**src/rtl/hazard_scoreboard.sv**
```systemverilog
// -----------------------------------------------------------------------------
// hazard_scoreboard
//
// Decode-stage hazard unit for a 5-stage (F D E M W) pipeline. It keeps one
// slot per in-flight writer stage (E, M, W). Each slot holds {valid, rd,
// is_load}. From these slots it derives a combinational stall request and the
// operand bypass selects that travel into E with the decode instruction.
//
// Register 0 is hard-wired zero, so it never creates a dependency. A writer
// with rd=0 enters E as a bubble, and a source index of 0 never matches a slot.
//
// Configuration macro: HAZARD_SCOREBOARD_FORWARDING_EN
//   defined   : bypass network present. A consumer stalls only on an E-stage
//               match or on a load in M. Selects name the M or W bypass.
//   undefined : no bypass network. Any match in E, M or W stalls, and both
//               selects stay at 00 (register file).
//
// Ports
//   clk            pipeline clock
//   reset          synchronous, active-high reset
//   dec_valid      decode stage holds a real instruction
//   dec_rs1/_used  source register 1 index / instruction reads it
//   dec_rs2/_used  source register 2 index / instruction reads it
//   dec_rd         destination register index
//   dec_writes_rd  instruction writes dec_rd
//   dec_is_load    instruction is a load (result available only after M)
//   freeze         whole-pipeline hold; all state holds
//   flush          kill the decode instruction
//   stall          hold F/D and inject a bubble into E (combinational)
//   fwd_rs1_sel    operand select for the instruction in E:
//                  00 regfile, 01 from M, 10 from W
//   fwd_rs2_sel    same encoding, for rs2
//   stall_count    number of cycles with stall=1 and freeze=0 (wraps)
// -----------------------------------------------------------------------------
module hazard_scoreboard #(
    parameter int REG_ADDR_WIDTH = 5,
    parameter int COUNTER_WIDTH  = 32
) (
    input  logic                      clk,
    input  logic                      reset,
    input  logic                      dec_valid,
    input  logic [REG_ADDR_WIDTH-1:0] dec_rs1,
    input  logic                      dec_rs1_used,
    input  logic [REG_ADDR_WIDTH-1:0] dec_rs2,
    input  logic                      dec_rs2_used,
    input  logic [REG_ADDR_WIDTH-1:0] dec_rd,
    input  logic                      dec_writes_rd,
    input  logic                      dec_is_load,
    input  logic                      freeze,
    input  logic                      flush,
    output logic                      stall,
    output logic [1:0]                fwd_rs1_sel,
    output logic [1:0]                fwd_rs2_sel,
    output logic [COUNTER_WIDTH-1:0]  stall_count
);

    localparam logic [1:0] SEL_REGFILE = 2'b00;
`ifdef HAZARD_SCOREBOARD_FORWARDING_EN
    localparam logic [1:0] SEL_MEM     = 2'b01;
    localparam logic [1:0] SEL_WB      = 2'b10;
`endif

    localparam logic [REG_ADDR_WIDTH-1:0] REG_ZERO  = '0;
    localparam logic [COUNTER_WIDTH-1:0]  COUNT_ONE = {{(COUNTER_WIDTH-1){1'b0}}, 1'b1};

    typedef struct packed {
        logic                      valid;
        logic [REG_ADDR_WIDTH-1:0] rd;
        logic                      is_load;
    } slot_t;

    localparam slot_t BUBBLE = '0;

    slot_t slot_e, slot_m, slot_w;
    slot_t dec_entry;

    logic rs1_e, rs1_m, rs1_w;
    logic rs2_e, rs2_m, rs2_w;
    logic raw_hazard;
    logic enter_e;
    logic [1:0] sel1_next, sel2_next;

    // A source depends on a slot only if the slot holds a live writer, the
    // instruction actually reads that source, and the index is not r0.
    function automatic logic src_match(
        input slot_t                      s,
        input logic                       used,
        input logic [REG_ADDR_WIDTH-1:0]  idx
    );
        return s.valid && used && (idx == s.rd) && (idx != REG_ZERO);
    endfunction

    assign rs1_e = src_match(slot_e, dec_rs1_used, dec_rs1);
    assign rs1_m = src_match(slot_m, dec_rs1_used, dec_rs1);
    assign rs1_w = src_match(slot_w, dec_rs1_used, dec_rs1);
    assign rs2_e = src_match(slot_e, dec_rs2_used, dec_rs2);
    assign rs2_m = src_match(slot_m, dec_rs2_used, dec_rs2);
    assign rs2_w = src_match(slot_w, dec_rs2_used, dec_rs2);

    always_comb begin
        // NOTE: every always_comb output gets a default first, so no path can leave it unassigned and infer a latch.
        raw_hazard = 1'b0;
        sel1_next  = SEL_REGFILE;
        sel2_next  = SEL_REGFILE;
`ifdef HAZARD_SCOREBOARD_FORWARDING_EN
        // An ALU result in E is not ready yet. A load result in M is not
        // ready yet. Everything older can be bypassed.
        raw_hazard = rs1_e | rs2_e | ((rs1_m | rs2_m) & slot_m.is_load);
        // M is checked first because it holds the youngest writer, and its value supersedes W.
        if (rs1_m && !slot_m.is_load) begin
            sel1_next = SEL_MEM;
        end else if (rs1_w) begin
            sel1_next = SEL_WB;
        end
        if (rs2_m && !slot_m.is_load) begin
            sel2_next = SEL_MEM;
        end else if (rs2_w) begin
            sel2_next = SEL_WB;
        end
`else
        // Without bypass paths, a consumer waits until its producer has
        // written the register file.
        raw_hazard = rs1_e | rs1_m | rs1_w | rs2_e | rs2_m | rs2_w;
`endif
    end

    // flush kills the decode instruction, so a stall is pointless and flush overrides it.
    assign stall   = dec_valid & ~flush & raw_hazard;
    assign enter_e = dec_valid & ~stall & ~flush & dec_writes_rd & (dec_rd != REG_ZERO);

    assign dec_entry = '{valid: 1'b1, rd: dec_rd, is_load: dec_is_load};

    always_ff @(posedge clk) begin
        // NOTE: sequential state uses non-blocking assignments, so every register samples pre-edge values.
        if (reset) begin
            slot_e      <= BUBBLE;
            slot_m      <= BUBBLE;
            slot_w      <= BUBBLE;
            fwd_rs1_sel <= SEL_REGFILE;
            fwd_rs2_sel <= SEL_REGFILE;
            stall_count <= '0;
        end else if (!freeze) begin
            slot_w <= slot_m;
            slot_m <= slot_e;
            slot_e <= enter_e ? dec_entry : BUBBLE;
            // The selects belong to the instruction leaving decode. During a
            // stall that instruction stays in D, so the selects hold.
            if (!stall) begin
                fwd_rs1_sel <= sel1_next;
                fwd_rs2_sel <= sel2_next;
            end else begin
                stall_count <= stall_count + COUNT_ONE;
            end
        end
    end

endmodule

```
**config.mk**
```make
export PLATFORM = sky130hd
export DESIGN_NAME = hazard_scoreboard
export DESIGN_NICKNAME = d
export VERILOG_FILES = /design/src/rtl/hazard_scoreboard.sv
export SDC_FILE = /design/constraint.sdc
export NUM_CORES = 1
export LEC_CHECK = 0
export ABC_AREA = 1
export BUFFER_PORTS_ARGS = -buffer_cell sky130_fd_sc_hd__buf_2
export CAP_MARGIN = 20
export CORE_ASPECT_RATIO = 0.8
export CORE_MARGIN = 5
export CORE_UTILIZATION = 25
export DETAILED_ROUTE_END_ITERATION = 6
export PLACE_DENSITY = 0.49
export SYNTH_ARGS = -nofsm -noshare
export SYNTH_HDL_FRONTEND = slang
export SYNTH_SLANG_ARGS = --single-unit
export TNS_END_PERCENT = 5
```
**constraint.sdc**
```tcl
create_clock -name clk -period 3.06 [get_ports clk]
set_clock_uncertainty 0.2 [all_clocks]
set_input_delay 0.612 -clock clk [delete_from_list [all_inputs] [get_ports clk]]
set_output_delay 0.612 -clock clk [all_outputs]
set_load 0.005 [all_outputs]
```
Word level (Yosys, flattened, before mapping)
Index checks and enable logic that the tools add are counted. W data, S select, Z words.

Register bits: 50. Bits of input ports: 24. Output and inout port bits: 37. Word-level logic and storage cells: 51.

Add/subtract/negate cells: 1. Equal/unequal tests: 6. Mux-type cells: 1. Bitwise gates (word level): 14. Reductions and logical operators: 22.

Operators by type and width (count): $add A32 B1 Y32 const B (1); $eq A5 B5 Y1 (6); $logic_and A1 B1 Y1 (18); $reduce_bool A5 Y1 (3); $mux W7 (1); $and A1 B1 Y1 (6); $or A1 B1 Y1 (5); $not A1 Y1 (3); $reduce_and A2 Y1 (1).

Logic depth before layout (Yosys ltp)
Gate-level depths: netlist of run 1.

Depth after elaboration: 15. Gate-level depth with buffers: 12.

Least setup slack after synthesis of run 1
Ideal clock, no wire load.

Path kind: input to output. Start: in dec_rs2[0]. End: out stall. Arrival time: 1282 ps. Path slack: 966 ps. Stages: 8. Path buffers: 0. Cells stage by stage: inv_1 > nand2_1 > nand2_1 > nor2_1 > nand3_1 > nand3_2 > nand2_2 > a21boi_0.

Longest elaborated chain between the ends: 7. Elaborated cells between the ends (all ways): 14. Those cells by class: eq/ne: 3; bitwise: 4; reduce/logical: 7.

RTL lines: from (decl) (line 44) `input logic [REG_ADDR_WIDTH-1:0] dec_rs2,`; $eq A5 B5 Y1 (line 90) `return s.valid && used && (idx == s.rd) && (idx != REG_ZERO);`; $logic_and A1 B1 Y1 (2 in a row) (line 90); $or A1 B1 Y1 (2 in a row) (line 123) `raw_hazard = rs1_e | rs1_m | rs1_w | rs2_e | rs2_m | rs2_w;`; $or A1 B1 Y1 (*) (line 123); $and A1 B1 Y1 (*) (line 128) `assign stall = dec_valid & ~flush & raw_hazard;`; to (decl) (line 51) `output logic stall,`.

Mark *: on every way between the ends. The rest lies on a longest branch, timed or not.

Worst setup path in the final report of run 1
Start: reg slot_e[1] (netlist name). End: out stall.

Longest elaborated chain between the ends: 9. Elaborated cells between the ends (all ways): 12. Those cells by class: eq/ne: 2; bitwise: 6; reduce/logical: 4.

RTL lines: from (decl) (line 74) `slot_t slot_e, slot_m, slot_w;`; from (signal assigned) (line 145) `slot_e <= enter_e ? dec_entry : BUBBLE;`; $eq A5 B5 Y1 (line 90); $logic_and A1 B1 Y1 (2 in a row) (line 90); $or A1 B1 Y1 (2 in a row) (line 123); $or A1 B1 Y1 (*) (3 in a row) (line 123); $and A1 B1 Y1 (*) (line 128).

Marks and branches as above.

==> results.sh, run 1 <==
export IMPL_die_height_microns=115
export IMPL_htree_levels=2
export IMPL_worstSkewPairLatency_ns=0.31
export IMPL_cts_max_path_buffers=2
export IMPL_multiInputGateArea_sq_um=2080
export IMPL_grt_max_degree=37
export IMPL_path_max_fanout=5
export IMPL_synth_most_common_cell="nand2_1"
export IMPL_via_per_inst=4.64
export IMPL_drc=0
export IMPL_synth_top_area_cell="dfxtp_1"
export IMPL_antennaDiodeCount=0
export IMPL_antenna_left=0
export IMPL_place_inst=791
export IMPL_synthDominantCellAreaShare=0.291
export IMPL_fin_area_sq_um=3990
export IMPL_synth_seq_area_share=0.291
export IMPL_max_freq_mhz=391
export IMPL_post_dp_hpwl_microns=8500
export IMPL_synthArstFlopShare=0
export IMPL_drtPass1Iterations=5
export IMPL_cts_sinks=50
export IMPL_cp_arrival_ns=1.74
export IMPL_critPathCaptureType="output pin"
export IMPL_syn_area_sq_um=3430
export IMPL_crit_type="flip-flop to output pin"
export IMPL_fin_cells=799
export IMPL_io_buffer_count=55
export IMPL_fillCellCount=1553
export IMPL_synth_edf_count=0
export IMPL_io_pins=61
export IMPL_p_leak_uw=0.00168
export IMPL_synth_seq_cells=50
export IMPL_tightest_slew_ns=0.619
export IMPL_clk_pin_slew_ns=0.07
export IMPL_synth_warnings=0
export IMPL_rows=38
export IMPL_place_area_sq_um=3820
export IMPL_die_area_sq_um=16200
export IMPL_relSlewSlack=0.585
export IMPL_cts_repair_resized=0
export IMPL_gp_congestion=0.921
export IMPL_cp_data_required_time_ns=2.25
export IMPL_synth_main_ff_cell="dfxtp_1"
export IMPL_power_density_nw_per_um2=366
export IMPL_vias=3706
export IMPL_cts_buffers=5
export IMPL_ys_top_cells_by_area="dfxtp_1 29%, nand2_1 22%, nor2_1 7.2%"
export IMPL_period_needed_ns=2.56
export IMPL_cts_tree="built"
export IMPL_wire_per_inst_microns=13.9
export IMPL_grt_pass1_vias=3540
export IMPL_post_cts_buffers=0
export IMPL_overflow=0
export IMPL_syn2layout_area_growth_pct=16.1
export IMPL_setup_viol=0
export IMPL_final_nets=643
export IMPL_fin_crit_sh=0.835
export IMPL_synth_avg_cell_area_sq_um=6.00
export IMPL_synthDistinctLibCells=32
export IMPL_power_uw=1460
export IMPL_max_vdd_ir_drop_uv=172
export IMPL_outcome="finished, final reports clean"
export IMPL_start_kind="flip-flop"
export IMPL_max_cap_violations=0
export IMPL_syn_inst=572
export IMPL_slew_violations=0
export IMPL_drt_total_wl_microns=11100
export IMPL_grt_usage=0.143
export IMPL_coreArea_sq_um=13500
export IMPL_drtIter0Drc=264
export IMPL_antenna_found_initial=0
export IMPL_grt_pass1_wl_microns=18500
export IMPL_initial_utilization=0.254
export IMPL_tns_ns=0
export IMPL_regArea_sq_um=1000
export IMPL_layout_drive_gt1_share=0.150
export IMPL_die_w_microns=141
export IMPL_hold_path_class="flip-flop to flip-flop"
export IMPL_hold_viol_final=0
export IMPL_cts_hold_buffers=0
export IMPL_synthTopCellsByCount="203 x nand2_1, 66 x nor2_1, 50 x dfxtp_1"
export IMPL_rsz0062_at_grt="false"
export IMPL_cts_root_buf="clkbuf_16"
-- through the flow --
stage | setup WS (ns) | utilization | hold slack (ns)
after floorplan | 0.966 | - | 0.268
after global placement | 0.439 | 0.283 | 0.284
after detailed placement | 0.443 | 0.283 | 0.293
after CTS | 0.462 | 0.295 | 0.306
after global routing | 0.296 | 0.295 | 0.336
final | 0.505 | 0.295 | 0.307
-- critical path, cell delays in order, from the launching register on --
cell and delay (ns):
dfxtp_1 0.46, inv_1 0.09, nand2_1 0.07, nand2_1 0.05, nor2_1 0.13, nand3_1 0.10, nand3_1 0.10, nand2_2 0.07
a21boi_0 0.22, buf_2 0.16
-- final timing paths --
kind / slack (ns) / to / cells past startpoint / start
hold reg to reg: 0.31 / stall_count[31]$_SDFFE_PP0P_ / 2 / stall_count[31]$_SDFFE_PP0P_
hold / removal: 0.31 / stall_count[31]$_SDFFE_PP0P_ / 2 / stall_count[31]$_SDFFE_PP0P_
setup reg to reg: 0.76 / stall_count[0]$_SDFFE_PP0P_ / 11 / slot_e[1]$_SDFFE_PP0N_
setup / recovery: 0.50 / stall / 9 / slot_e[1]$_SDFFE_PP0N_
-- cell usage in the layout, fill, tap and decap left out, types with 2 or more instances in the layout --
cell | netlist | layout
nand3b_1 | 7 | 7
inv_2 | 9 | 9
a21oi_1 | 46 | 46
o21ai_0 | 13 | 13
inv_1 | 44 | 44
dfxtp_1 | 50 | 50
buf_4 | 5 | 5
conb_1 | 1 | 4
nor2_2 | 4 | 4
nor2_1 | 66 | 66
buf_2 | 4 | 55
nand4_1 | 32 | 32
clkbuf_16 | 0 | 5
nand2_1 | 203 | 203
xor2_1 | 12 | 12
o21ai_1 | 3 | 3
nand2_2 | 5 | 5
nor3_1 | 10 | 10
nand3_1 | 29 | 29
nor3_2 | 2 | 2
xnor2_1 | 3 | 3
-- per-layer routing --
| layer | up-vias | share of wire | global-route usage |
|---|---|---|---|
| met2 | 92 | 0.41 | 0.207 |
| met3 | 5 | 0.052 | 0.0328 |
| met4 | 0 | 0.0078 | 0.0336 |
| met1 | 1674 | 0.53 | 0.213 |
| li1 | 1935 | - | - |
| met5 | - | 0 | 0 |
-- cell type report --
type | count | share of cell area
sequential | 50 | 0.251
multi-input combinational | 447 | 0.521
clock buffer | 5 | 0.0314
timing repair buffer | 60 | 0.0785
tap | 180 | 0.0565
inverter | 54 | 0.0508
clock inverter | 3 | 0.0110
-- state kept, by name, summed over array words and instances (netlist names) --
signal and flops:
slot_e 6, slot_m 6, slot_w 6, stall_count 32
-- report_power, final --
group          internal, uW  switching (uW)  total, uW  leakage (uW)
registers               661            9.92        671      0.000405
logic                  41.6            95.6        137       0.00119
clock network           388             264        652     0.0000842
total                  1090             370       1460       0.00168
-- cells by family (layout without fill, tap and decap cells) --
| logic type | count (synthesis) | after routing | share of synthesized area |
|---|---|---|---|
| AND/OR/NAND/NOR | 363 | 363 | 0.463 |
| buffers and inverters | 78 | 122 | 0.107 |
| AO/OA/AOI/OAI | 64 | 64 | 0.0951 |
| flip-flops | 50 | 50 | 0.291 |
| XOR/XNOR | 15 | 15 | 0.0383 |
| adder cells (fa/ha/maj) | 1 | 1 | 0.00364 |
| other | 1 | 4 | 0.00109 |
Power figures use the tool's default switching activity.
==> run 2, diff against run 1 <==
--- a/config.mk
+++ b/config.mk
@@ -5,14 +5,14 @@
 export SDC_FILE = /design/constraint.sdc
 export NUM_CORES = 1
 export LEC_CHECK = 0
-export ABC_AREA = 1
+export ABC_AREA = 0
 export BUFFER_PORTS_ARGS = -buffer_cell sky130_fd_sc_hd__buf_2
 export CAP_MARGIN = 20
 export CORE_ASPECT_RATIO = 0.8
 export CORE_MARGIN = 5
 export CORE_UTILIZATION = 25
 export DETAILED_ROUTE_END_ITERATION = 6
-export PLACE_DENSITY = 0.49
+export PLACE_DENSITY = 0.5
 export SYNTH_ARGS = -nofsm -noshare
 export SYNTH_HDL_FRONTEND = slang
 export SYNTH_SLANG_ARGS = --single-unit
==> constraint.sdc (replaced) <==
create_clock -name clk -period 2.6 [get_ports clk]
set_clock_uncertainty 0.2 [all_clocks]
set_input_delay 0.52 -clock clk [delete_from_list [all_inputs] [get_ports clk]]
set_output_delay 0.52 -clock clk [all_outputs]
set_load 0.005 [all_outputs]
==> results.sh, run 2 <==
export IMPL_cp_top_family="simple AND/OR/NAND/NOR gates"
export IMPL_cp_arrival_ns=1.84
export IMPL_tightest_slew_ns=0.505
export IMPL_final_cell_mix="55 x buf_2, 49 x dfxtp_1, 47 x nor2_1, 27 x nor2b_1, 26 x buf_4"
export IMPL_drtIter0Drc=96
export IMPL_grt_pass1_vias=2589
export IMPL_antenna_left=0
export IMPL_synth_main_ff_cell="dfxtp_1"
export IMPL_cp_endpoint="stall"
export IMPL_syn_area_sq_um=3000
export IMPL_path_cells="buf_2, or4_1, o21a_1, o31ai_4, a21oi_1, buf_2"
export IMPL_grt_usage=0.108
export IMPL_syn_inst=349
export IMPL_slew_violations=0
export IMPL_start_kind="input port"
export IMPL_synth_most_common_cell="dfxtp_1"
export IMPL_cts_sinks=50
export IMPL_cpPeakStageDelay_ns=0.54
export IMPL_synth_warnings=0
export IMPL_period_needed_ns=2.56
export IMPL_cts_hold_buffers=0
export IMPL_combPwrFrac=0.078
export IMPL_synth_avg_cell_area_sq_um=8.59
export IMPL_initial_utilization=0.257
export IMPL_seq_power_share=0.509
export IMPL_r2r_start="slot_m[4]$_SDFFE_PP0N_"
export IMPL_hold_path_class="input port to flip-flop"
export IMPL_ff2ff_setup_slack_ns=0.08
export IMPL_cts_root_buf="clkbuf_16"
export IMPL_p_leak_uw=0.00160
export IMPL_synthDistinctLibCells=40
export IMPL_p_switching_uw=348
export IMPL_final_setup_worst_slack_ns=0.0382
export IMPL_die_w_microns=132
export IMPL_reg2reg_to="stall_count[13]$_SDFFE_PP0P_"
export IMPL_antenna_found_initial=0
export IMPL_final_common_cell="buf_2"
export IMPL_io_buffer_count=55
export IMPL_post_dp_hpwl_microns=5840
export IMPL_ff2ff_path_depth=8
export IMPL_relSlewSlack=0.659
export IMPL_crit_type="input port to output pin"
export IMPL_gp_congestion=0.846
export IMPL_slowest_stage="or4_1"
export IMPL_cts_tree="built"
export IMPL_cpMostUsedCell="buf_2"
export IMPL_hold_viol_final=0
export IMPL_syn2layout_area_growth_pct=27.2
export IMPL_cp_data_required_time_ns=1.88
export IMPL_p_clk_frac=0.414
export IMPL_internal_power_uw=1170
export IMPL_power_density_nw_per_um2=397
export IMPL_fin_crit_sh=0.985
export IMPL_synth_seq_cells=50
export IMPL_crit_start="dec_rs1[0]"
export IMPL_die_height_microns=108
export IMPL_via_per_inst=4.68
export IMPL_tns_ns=0
export IMPL_cp_num_buf_inv=2
export IMPL_synthDominantCellAreaShare=0.334
export IMPL_coreArea_sq_um=11600
export IMPL_die_area_sq_um=14300
export IMPL_rsz0062_at_grt="true"
export IMPL_path_max_fanout=4
export IMPL_max_vdd_ir_drop_uv=200
export IMPL_drtPass1Iterations=4
export IMPL_wire_per_inst_microns=13.9
export IMPL_drc=0
export IMPL_vias=2651
export IMPL_overflow=0
export IMPL_setup_viol=0
export IMPL_cts_buffers=5
export IMPL_critPathCaptureType="output pin"
export IMPL_worstSkewPairLatency_ns=0.28
export IMPL_p_sw_frac=0.230
export IMPL_cts_max_path_buffers=2
export IMPL_antennaDiodeCount=0
export IMPL_max_cap_violations=0
export IMPL_layout_drive_gt1_share=0.301
export IMPL_clk_pin_slew_ns=0.06
export IMPL_hold_slack_ns=0.310
export IMPL_synth_top_area_cell="dfxtp_1"
export IMPL_pre_cts_ws_ns=-0.245
export IMPL_synth_edf_count=0
export IMPL_largest_reg_flops=32
export IMPL_final_nets=444
export IMPL_ys_top_cells_by_area="dfxtp_1 33%, mux2_1 7.1%, xor2_1 7.0%"
export IMPL_rows=35
export IMPL_grt_pass1_wl_microns=12800
export IMPL_cp_num_cells=6
export IMPL_htree_levels=2
export IMPL_fillCellCount=1254
export IMPL_max_freq_mhz=390
export IMPL_drt_total_wl_microns=7850
export IMPL_outcome="finished, final reports clean"
export IMPL_synth_seq_area_share=0.334
export IMPL_power_uw=1520
export IMPL_post_route_util=0.328
export IMPL_top_register="stall_count"
export IMPL_io_pins=61
export IMPL_grt_max_degree=80
export IMPL_synthArstFlopShare=0
export IMPL_synthTopCellsByCount="50 x dfxtp_1, 47 x nor2_1, 27 x nor2b_1"
[run 2: changes by cell type after synthesis, sizes merged, moves of 18 or more]
cell,delta
nand2,-189
nor2,-24
nand4,-18
inv,-49
nor2b,+27
nand3,-21
mux2,+29
[run 2: how the worst min path moves through the flow]
stage | cells past startpoint | from | slack, ns | endpoint
2_1_floorplan | 2 | slot_e[6]$_SDFFE_PP0N_ | 0.26 | slot_e[6]$_SDFFE_PP0N_
3_3_place_gp | 2 | slot_e[6]$_SDFFE_PP0N_ | 0.30 | slot_e[6]$_SDFFE_PP0N_
3_5_place_dp | 2 | slot_e[6]$_SDFFE_PP0N_ | 0.30 | slot_e[6]$_SDFFE_PP0N_
4_1_cts | 3 | dec_rd[4] | 0.31 | slot_e[5]$_SDFFE_PP0N_
5_1_grt | 3 | dec_rd[4] | 0.32 | slot_e[5]$_SDFFE_PP0N_
6_report | 3 | dec_rd[4] | 0.31 | slot_e[5]$_SDFFE_PP0N_
[run 2: power groups by stage]
stage / clock (uW) / combinational (uW) / sequential [uW]
3_3_place_gp: 0 / 110 / 789
6_report: 627 / 118 / 771
5_1_grt: 678 / 132 / 771
2_1_floorplan: 0 / 68.9 / 788
4_1_cts: 653 / 116 / 771
3_5_place_dp: 0 / 113 / 789
[run 2: cells by family after synthesis]
| logic type | after synthesis | share of synthesized area |
|---|---|---|
| compound gates | 53 | 0.133 |
| xor+xnor | 30 | 0.0876 |
| fa+ha+maj | 1 | 0.00417 |
| buf+inv | 29 | 0.0488 |
| flops | 50 | 0.334 |
| mux | 41 | 0.149 |
| other cells | 1 | 0.00125 |
| simple gates | 144 | 0.242 |
[run 2: worst reg2reg max path: stages (launching register included)]
cell and delay, ns:
dfxtp_1 0.36, xor2_1 0.18, nor4_1 0.30, and3_1 0.28, buf_4 0.16, o311ai_2 0.14, buf_12 0.19, a211oi_1 0.25
mux2_2 0.36
[run 2: area by class of cell]
cell class / count / area (sq um) / share of cell area
multi-input cells: 273 / 1940 / 0.509
flip-flops and latches: 50 / 1000 / 0.263
repair buffers: 84 / 531 / 0.139
well taps: 148 / 185 / 0.0485
clock buffers: 6 / 129 / 0.0338
inverters: 5 / 18.8 / 0.00492
clock inverters: 1 / 7.51 / 0.00197
[run 2: what timing repair did]
| item | in CTS | in global routing |
|---|---|---|
| resized for setup | 8 | 9 |
| buffers inserted | 0 | 3 |
| pin swaps | 1 | 5 |
| endpoints found under the setup margin | 6 | 8 |
| endpoints found under the hold margin | 0 | 0 |
[run 2: per-layer routing]
layer	part of all wire	global-route usage	vias to the layer above
met1	0.51	0.154	1257
met2	0.45	0.167	37
met3	0.036	0.0205	4
met4	0.0079	0.0289	0
li1	-	-	1353
met5	0	0	-
[run 2: metrics by stage]
step                std cells  area (sq um)
floorplan                 352          3010
global placement          557          3580
detailed placement        557          3580
CTS                       564          3750
global route              567          3820
finish                    567          3820
==> run 3, diff against run 2 <==
--- a/config.mk
+++ b/config.mk
@@ -13,6 +13,7 @@
 export CORE_UTILIZATION = 25
 export DETAILED_ROUTE_END_ITERATION = 6
 export PLACE_DENSITY = 0.5
+export REMOVE_ABC_BUFFERS = 1
 export SYNTH_ARGS = -nofsm -noshare
 export SYNTH_HDL_FRONTEND = slang
 export SYNTH_SLANG_ARGS = --single-unit
==> results.sh, run 3 (synthesis gave the netlist of run 2 again) <==
export IMPL_clk_pin_slew_ns=0.07
export IMPL_cts_buffers=5
export IMPL_htree_levels=2
export IMPL_die_area_sq_um=14300
export IMPL_final_common_cell="buf_2"
export IMPL_rows=35
export IMPL_cts_sinks=50
export IMPL_grt_pass1_wl_microns=12600
export IMPL_grt_busiest_layer="met2"
export IMPL_crit_type="input port to output pin"
export IMPL_via_per_inst=4.70
export IMPL_relSlewSlack=0.601
export IMPL_gp_congestion=0.819
export IMPL_drc=0
export IMPL_cts_tree="built"
export IMPL_place_area_sq_um=3530
export IMPL_overflow=0
export IMPL_antenna_found_initial=0
export IMPL_pre_cts_ws_ns=-0.298
export IMPL_initial_utilization=0.257
export IMPL_final_cell_mix="55 x buf_2, 48 x dfxtp_1, 47 x nor2_1, 27 x nor2b_1, 24 x xor2_1"
export IMPL_die_w_microns=132
export IMPL_coreArea_sq_um=11600
export IMPL_antennaDiodeCount=0
export IMPL_syn2layout_area_growth_pct=25.4
export IMPL_crit_start="dec_rs1[0]"
export IMPL_final_nets=434
export IMPL_grt_met2_usage=0.169
export IMPL_setup_viol=0
export IMPL_min_from="dec_rd[2]"
export IMPL_fin_crit_sh=0.962
export IMPL_grt_usage=0.107
export IMPL_cts_root_buf="clkbuf_16"
export IMPL_grt_pass1_vias=2527
export IMPL_slew_violations=0
export IMPL_period_needed_ns=2.50
export IMPL_regArea_sq_um=1000
export IMPL_start_kind="input port"
export IMPL_grt_max_degree=80
export IMPL_antenna_left=0
export IMPL_top_register="stall_count"
export IMPL_max_freq_mhz=400
export IMPL_drt_total_wl_microns=7700
export IMPL_final_setup_worst_slack_ns=0.0976
export IMPL_max_vdd_ir_drop_uv=199
export IMPL_cp_data_required_time_ns=1.88
export IMPL_io_buffer_count=55
export IMPL_place_inst=546
export IMPL_r2r_start="slot_e[5]$_SDFFE_PP0N_"
export IMPL_rsz0062_at_grt="false"
export IMPL_drtPass1Iterations=4
export IMPL_cts_max_path_buffers=2
export IMPL_fin_cells=558
export IMPL_die_height_microns=108
export IMPL_cp_arrival_ns=1.78
export IMPL_hold_slack_ns=0.302
export IMPL_power_density_nw_per_um2=407
export IMPL_p_leak_uw=0.00158
export IMPL_drtIter0Drc=146
export IMPL_met1_usage=0.147
export IMPL_post_dp_hpwl_microns=5870
export IMPL_layout_drive_gt1_share=0.288
export IMPL_tightest_slew_ns=0.591
export IMPL_io_pins=61
export IMPL_largest_reg_flops=32
export IMPL_worstSkewPairLatency_ns=0.28
export IMPL_outcome="finished, final reports clean"
export IMPL_multiInputGateArea_sq_um=1910
export IMPL_grtUsageMet3=0.0270
export IMPL_fin_area_sq_um=3760
export IMPL_fillCellCount=1232
export IMPL_critPathCaptureType="output pin"
export IMPL_wire_per_inst_microns=13.8
export IMPL_max_cap_violations=0
export IMPL_path_max_fanout=4
export IMPL_hold_viol_final=0
export IMPL_vias=2620
export IMPL_hold_path_class="input port to flip-flop"
export IMPL_tns_ns=0
## run 3: where the power goes
part,leakage [uW],switching (uW),internal [uW]
Combinational,0.00110,66.5,44.3
Clock,0.0000739,267,382
Sequential,0.000404,3.55,768
Total,0.00158,337,1190
## run 3: stage by stage
step,util,total power (uW)
3_3_place_gp,0.303,896
2_1_floorplan,-,831
5_1_grt,0.323,1610
3_5_place_dp,0.303,898
6_report,0.323,1530
4_1_cts,0.320,1570
## run 3: timing repair
| item | 4_1_cts | 5_1_grt |
|---|---|---|
| pin swaps | 3 | 6 |
| endpoints found under the setup margin | 1 | 1 |
| resized for setup | 11 | 4 |
| setup buffers | 1 | 3 |
| hold buffers | 0 | 0 |
## run 3: layer usage
layer  wire, microns  share of wire  vias to the layer above
li1                -              -                     1331
met1            3850           0.50                     1241
met2            3440           0.45                       44
met3             344          0.045                        4
met4              65         0.0084                        0
met5               0              0                        -
## run 3: critical path, stage by stage
cell and delay, ns:
buf_2 0.14, or4_1 0.53, o21a_1 0.27, o31ai_4 0.10
a21oi_2 0.09, buf_2 0.13
## run 3: final timing paths
| check | endpoint | slack [ns] | cells past startpoint |
|---|---|---|---|
| min reg2reg | slot_e[6]$_SDFFE_PP0N_ | 0.31 | 2 |
| min | slot_e[3]$_SDFFE_PP0N_ | 0.30 | 3 |
| max reg2reg | stall_count[6]$_SDFFE_PP0P_ | 0.16 | 8 |
| max | stall | 0.1 | 6 |
## run 3: cell type report
cell class,instances,area share
well taps,148,0.0493
repair buffers,74,0.131
flip-flops and latches,50,0.267
clock buffers,7,0.0379
clock inverters,1,0.00133
inverters,5,0.00499
multi-input cells,273,0.508
